**src/rtl/cb_rd_seq.sv**
```systemverilog
// Cache-bank port-A read sequencer: issues len address beats per command and delivers a
// select/beat-index tag aligned with the bank's read data RD_LAT cycles later.
module cb_rd_seq #(
  parameter int unsigned L               = 4,
  parameter int unsigned CB_AW           = 10,
  parameter int unsigned SEQ_CNT_DW      = 5,
  parameter int unsigned CB_DOUTA_SEL_DW = 5,
  parameter int unsigned RD_LAT          = 1
) (
  input  logic                       clk,
  input  logic                       sys_rst,
  input  logic                       cmd_valid,
  output logic                       cmd_ready,
  input  logic [2:0]                 cmd_dst,
  input  logic [1:0]                 cmd_dir,
  input  logic [CB_AW-1:0]           cmd_base,
  input  logic [SEQ_CNT_DW-1:0]      cmd_len,
  input  logic                       cmd_dec,
  input  logic                       abort,
  output logic                       CB_ena,
  output logic [CB_AW-1:0]           CB_addra,
  output logic [CB_DOUTA_SEL_DW-1:0] CB_douta_sel,
  output logic [SEQ_CNT_DW-1:0]      seq_cnt_out,
  output logic                       busy,
  output logic                       done
);

  if (RD_LAT < 1 || RD_LAT > 3 || L < 1) begin : g_bad_param
    $error("cb_rd_seq: RD_LAT must be 1..3 and L nonzero");
  end

  typedef enum logic [1:0] {StIdle, StIssue, StDrain} state_e;

  localparam logic [1:0] DrainLast = (RD_LAT > 1) ? 2'(RD_LAT - 2) : 2'd0;

  state_e                state_q;
  logic [2:0]            dst_q;
  logic [1:0]            dir_q;
  logic [SEQ_CNT_DW-1:0] len_q;
  logic                  dec_q;
  logic [SEQ_CNT_DW-1:0] cnt_q;
  logic [1:0]            drain_q;
  logic                  noop_q;
  logic                  noop_done_q;
  logic                  last_beat;

  logic [CB_DOUTA_SEL_DW-1:0] sel_pipe_q [RD_LAT];
  logic [SEQ_CNT_DW-1:0]      cnt_pipe_q [RD_LAT];
  logic [RD_LAT-1:0]          last_pipe_q;

  function automatic logic dst_legal(logic [2:0] d);
    return d inside {3'b001, 3'b010, 3'b011, 3'b100, 3'b111};
  endfunction

  assign last_beat = (cnt_q == len_q - 1'b1);

  always_ff @(posedge clk or posedge sys_rst) begin
    if (sys_rst) begin
      state_q  <= StIdle;
      dst_q    <= '0;
      dir_q    <= '0;
      len_q    <= '0;
      dec_q    <= 1'b0;
      cnt_q    <= '0;
      drain_q  <= '0;
      noop_q   <= 1'b0;
      CB_ena   <= 1'b0;
      CB_addra <= '0;
    end else if (abort) begin
      // Cancel wins over everything, including a command offered in the same cycle.
      state_q <= StIdle;
      CB_ena  <= 1'b0;
      noop_q  <= 1'b0;
    end else begin
      noop_q <= 1'b0;
      unique case (state_q)
        StIdle: begin
          if (cmd_valid) begin
            dst_q <= cmd_dst;
            dir_q <= cmd_dir;
            len_q <= cmd_len;
            dec_q <= cmd_dec;
            cnt_q <= '0;
            if (cmd_len != '0 && dst_legal(cmd_dst)) begin
              state_q  <= StIssue;
              CB_ena   <= 1'b1;
              CB_addra <= cmd_base;
            end else begin
              noop_q <= 1'b1;
            end
          end
        end
        StIssue: begin
          if (last_beat) begin
            CB_ena <= 1'b0;
            if (RD_LAT > 1) begin
              state_q <= StDrain;
              drain_q <= '0;
            end else begin
              state_q <= StIdle;
            end
          end else begin
            cnt_q    <= cnt_q + 1'b1;
            CB_addra <= dec_q ? CB_addra - 1'b1 : CB_addra + 1'b1;
          end
        end
        StDrain: begin
          if (drain_q == DrainLast) begin
            state_q <= StIdle;
          end else begin
            drain_q <= drain_q + 2'd1;
          end
        end
        default: state_q <= StIdle;
      endcase
    end
  end

  // Tag pipeline mirrors the bank read latency; empty slots carry zeros.
  always_ff @(posedge clk or posedge sys_rst) begin
    if (sys_rst) begin
      for (int i = 0; i < RD_LAT; i++) begin
        sel_pipe_q[i] <= '0;
        cnt_pipe_q[i] <= '0;
      end
      last_pipe_q <= '0;
      noop_done_q <= 1'b0;
    end else if (abort) begin
      for (int i = 0; i < RD_LAT; i++) begin
        sel_pipe_q[i] <= '0;
        cnt_pipe_q[i] <= '0;
      end
      last_pipe_q <= '0;
      noop_done_q <= 1'b0;
    end else begin
      sel_pipe_q[0]  <= CB_ena ? CB_DOUTA_SEL_DW'({dst_q, dir_q}) : '0;
      cnt_pipe_q[0]  <= CB_ena ? cnt_q : '0;
      last_pipe_q[0] <= CB_ena & last_beat;
      for (int i = 1; i < RD_LAT; i++) begin
        sel_pipe_q[i]  <= sel_pipe_q[i-1];
        cnt_pipe_q[i]  <= cnt_pipe_q[i-1];
        last_pipe_q[i] <= last_pipe_q[i-1];
      end
      noop_done_q <= noop_q;
    end
  end

  assign cmd_ready    = (state_q == StIdle);
  assign busy         = ~cmd_ready;
  assign CB_douta_sel = sel_pipe_q[RD_LAT-1];
  assign seq_cnt_out  = cnt_pipe_q[RD_LAT-1];
  assign done         = last_pipe_q[RD_LAT-1] | noop_done_q;

endmodule

```
**config.mk**
```make
export PLATFORM = sky130hd
export DESIGN_NAME = cb_rd_seq
export DESIGN_NICKNAME = d
export VERILOG_FILES = /design/src/rtl/cb_rd_seq.sv
export SDC_FILE = /design/constraint.sdc
export NUM_CORES = 1
export LEC_CHECK = 0
export CORE_MARGIN = 2
export CORE_UTILIZATION = 54
export CTS_CLUSTER_SIZE = 16
export DETAILED_ROUTE_END_ITERATION = 7
export PLACE_DENSITY = 0.84
export SYNTH_ARGS = -nofsm -noshare
export SYNTH_HDL_FRONTEND = slang
export SYNTH_SLANG_ARGS = --single-unit
```
**constraint.sdc**
```tcl
create_clock -name clk -period 5.55 [get_ports clk]
set_clock_uncertainty 0.1 [all_clocks]
set_input_delay 0.8325 -clock clk [delete_from_list [all_inputs] [get_ports clk]]
set_output_delay 0.8325 -clock clk [all_outputs]
set_load 0.05 [all_outputs]
```
==> results.sh <==
export IMPL_dieHeight_um=67.1
export IMPL_leakagePower_nw=1.17
export IMPL_max_freq_mhz=305
export IMPL_cts_max_level=2
export IMPL_tns_ps=0
export IMPL_power_switching_mw=0.477
export IMPL_hold_violations=0
export IMPL_synth_seq_cells=40
export IMPL_drt_total_wl_um=4500
export IMPL_dieWidth_um=67.1
export IMPL_cts_buffer_depth=2
export IMPL_diodes=0
export IMPL_rsz0062_at_grt="no"
export IMPL_p_clk_share_pct=20.7
export IMPL_clk_pin_slew_ps=80
export IMPL_worst_pin_slew_ps=1070
export IMPL_syn_area_per_cell_um2=10.5
export IMPL_drtPass1Iterations=4
export IMPL_wl_per_cell_um=14.8
export IMPL_power_density_nw_per_um2=423
export IMPL_crit_required_ps=4620
export IMPL_ys_types=45
export IMPL_grt_max_degree=41
export IMPL_peakVddDrop_mv=0.241
export IMPL_cp_end_kind="output pin"
export IMPL_clock_sinks=40
export IMPL_finalSetupViolCount=0
export IMPL_p_seq_share_pct=33.7
export IMPL_grt_pass1_wl_um=7780
export IMPL_sw_frac_of_total_pct=40.5
export IMPL_drc=0
export IMPL_crit_arrival_ps=2350
export IMPL_grt_util_all_layers_pct=23.6
export IMPL_ys_warn_count=0
export IMPL_dieArea_um2=4500
export IMPL_fp_row_count=22
export IMPL_post_route_period_util_pct=59.1
export IMPL_worst_setup_path_type="reg2out"
export IMPL_min_period_ps=3280
export IMPL_syn_cell_area_um2=2150
export IMPL_num_nets_final=291
export IMPL_post_route_util_pct=74.3
export IMPL_startpoint_type="flop"
export IMPL_slew_violations=0
export IMPL_cap_violations=0
export IMPL_netlist_instances=205
export IMPL_vias_per_cell=5.53
export IMPL_drt_iter0_markers=111
export IMPL_cts_root_buf="clkbuf_8"
export IMPL_cts_setup_buffers=0
export IMPL_p_int_mw=0.699
export IMPL_postRouteAntennaNets=0
export IMPL_numCtsBuffers=5
export IMPL_core_area_um2=3740
export IMPL_post_cts_resized=0
export IMPL_drive_gt1_share_pct=9.38
export IMPL_cts_tree="done"
export IMPL_crit_fanout=20
export IMPL_antenna_found_initial=0
export IMPL_grt_pass1_vias=1686
export IMPL_port_buffers=48
export IMPL_holdCritPathClass="reg2reg"
export IMPL_gr_total_overflow=0
export IMPL_synth_seq_area_share_pct=46.6
export IMPL_vias=1681
export IMPL_dpl_hpwl_um=3170
export IMPL_syn_nets=241
export IMPL_io_pins=49
export IMPL_start_util_pct=57.4
export IMPL_maxSlewHeadroom_pct=28.4
export IMPL_status="complete, no violations"
export IMPL_cts_hold_buf=0
export IMPL_power_frac_comb_pct=45.6
export IMPL_ff2ff_setup_slack_ps=2810
export IMPL_clk_latency_ps=300
export IMPL_gp_congestion=0.833
export IMPL_syn2layout_area_growth_pct=29.5
## stage by stage
stage	power (mW)	cells	hold WS, ps	setup slack (ps)	cell area [um^2]
after global routing	1.26	304	389	2180	2780
final	1.18	304	370	2270	2780
after detailed placement	0.934	296	355	2430	2670
after floorplan	0.782	205	339	2950	2150
after CTS	1.18	304	374	2300	2780
after global placement	0.916	296	356	2520	2670
## path summary, 6_finish.rpt
kind,cells past startpoint,start,endpoint
min in group asynchronous,3,sys_rst,CB_douta_sel[0]$_DFF_PP0_
setup / recovery,2,CB_ena$_DFFE_PP0P_,cmd_ready
hold reg to reg,1,noop_q$_DFF_PP0_,noop_done_q$_DFF_PP0_
max in group asynchronous,3,sys_rst,CB_addra[3]$_DFFE_PP0P_
hold / removal,1,noop_q$_DFF_PP0_,noop_done_q$_DFF_PP0_
setup reg to reg,7,dec_q$_DFFE_PP0P_,CB_addra[9]$_DFFE_PP0P_
## cells by family (layout without fill, tap and decap cells)
kind of cell | after synthesis | count (layout) | share of synthesized area (%)
mux | 13 | 13 | 6.58
simple gates | 65 | 65 | 17.8
buf+inv | 15 | 66 | 3.20
fa+ha+maj | 11 | 11 | 6.76
xor+xnor | 16 | 16 | 6.52
compound gates | 45 | 45 | 12.5
flops | 40 | 40 | 46.6
## layout by cell type (no fill, tap or decap), types with 5 or more instances in the layout
cell	count
xnor2_1	11
and2_1	10
clkbuf_8	5
clkdlybuf4s50_1	48
nor2_1	15
mux2_2	9
nor2b_1	8
o21ai_0	17
inv_1	8
nand2_1	8
dfrtp_1	40
a21oi_1	13
xor2_1	5
ha_1	10
## power groups by stage
stage          combinational, mW  sequential [mW]  clock, mW
2_1_floorplan              0.284            0.498          0
5_1_grt                    0.594            0.405      0.262
6_report                   0.536            0.396      0.244
3_3_place_gp               0.517            0.399          0
3_5_place_dp               0.532            0.401          0
4_1_cts                    0.537            0.396      0.249
## cell usage after synthesis
cell       instances  area [um^2]
a311o_1            1         10.0
a2111oi_0          1         8.76
or3_1              1         6.26
nand2_1            8         30.0
clkbuf_1           3         11.3
or4_1              1         7.51
nor2b_1            8         50.1
mux2_2             9          101
nand4_1            1         6.26
a21oi_1           13         65.1
nand2b_1           1         6.26
xor2_1             5         43.8
ha_1              10          125
nor4_4             1         21.3
a221oi_1           1         8.76
and2_1            10         62.6
o41ai_1            2         17.5
nor3b_1            3         22.5
inv_1              8         30.0
buf_1              1         3.75
xnor2_1           11         96.3
and2b_1            1         7.51
o211ai_1           1         7.51
o21bai_1           3         22.5
a21o_1             1         7.51
nand3_1            2         10.0
a211oi_1           2         15.0
dfrtp_1           40         1000
a21boi_0           1         7.51
nor2_1            15         56.3
nor3_1             4         20.0
nand3b_1           1         7.51
o21ai_0           17         85.1
buf_6              1         11.3
or2_2              1         6.26
nor4_1             2         12.5
nor4b_1            2         17.5
nor3_2             2         20.0
buf_2              1         5.00
buf_4              1         7.51
a31oi_1            1         6.26
mux2i_1            4         40.0
fa_1               1         20.0
nor3b_2            1         12.5
o31ai_1            1         7.51
## worst max-delay path, cell delays in order, from the launching register on
cell	delay [ps]
dfrtp_1	850
inv_1	400
clkdlybuf4s50_1	800
## layer usage
layer  global-route usage [%]  vias to the layer above  wire [um]
li1                         -                      819          -
met1                     31.5                      806       2040
met2                     36.0                       47       2150
met3                     6.25                        9        212
met4                     10.2                        0         94
met5                        0                        -          0
## flip-flops by register name, indices dropped and copies added, names as in the netlist, 2 cells and up
signal / flops
dst_q: 3
cnt_q: 5
len_q: 5
seq_cnt_out: 5
dir_q: 2
CB_addra: 10
CB_douta_sel: 5
## final cells by class
type,count,area (um^2)
fill,282,962
tap,48,60.1
clock buffer,5,68.8
multi-input combinational,150,1080
clock inverter,3,47.5
inverter,8,30.0
timing repair buffer,50,495
sequential,40,1000
Power figures use the tool's default switching activity.
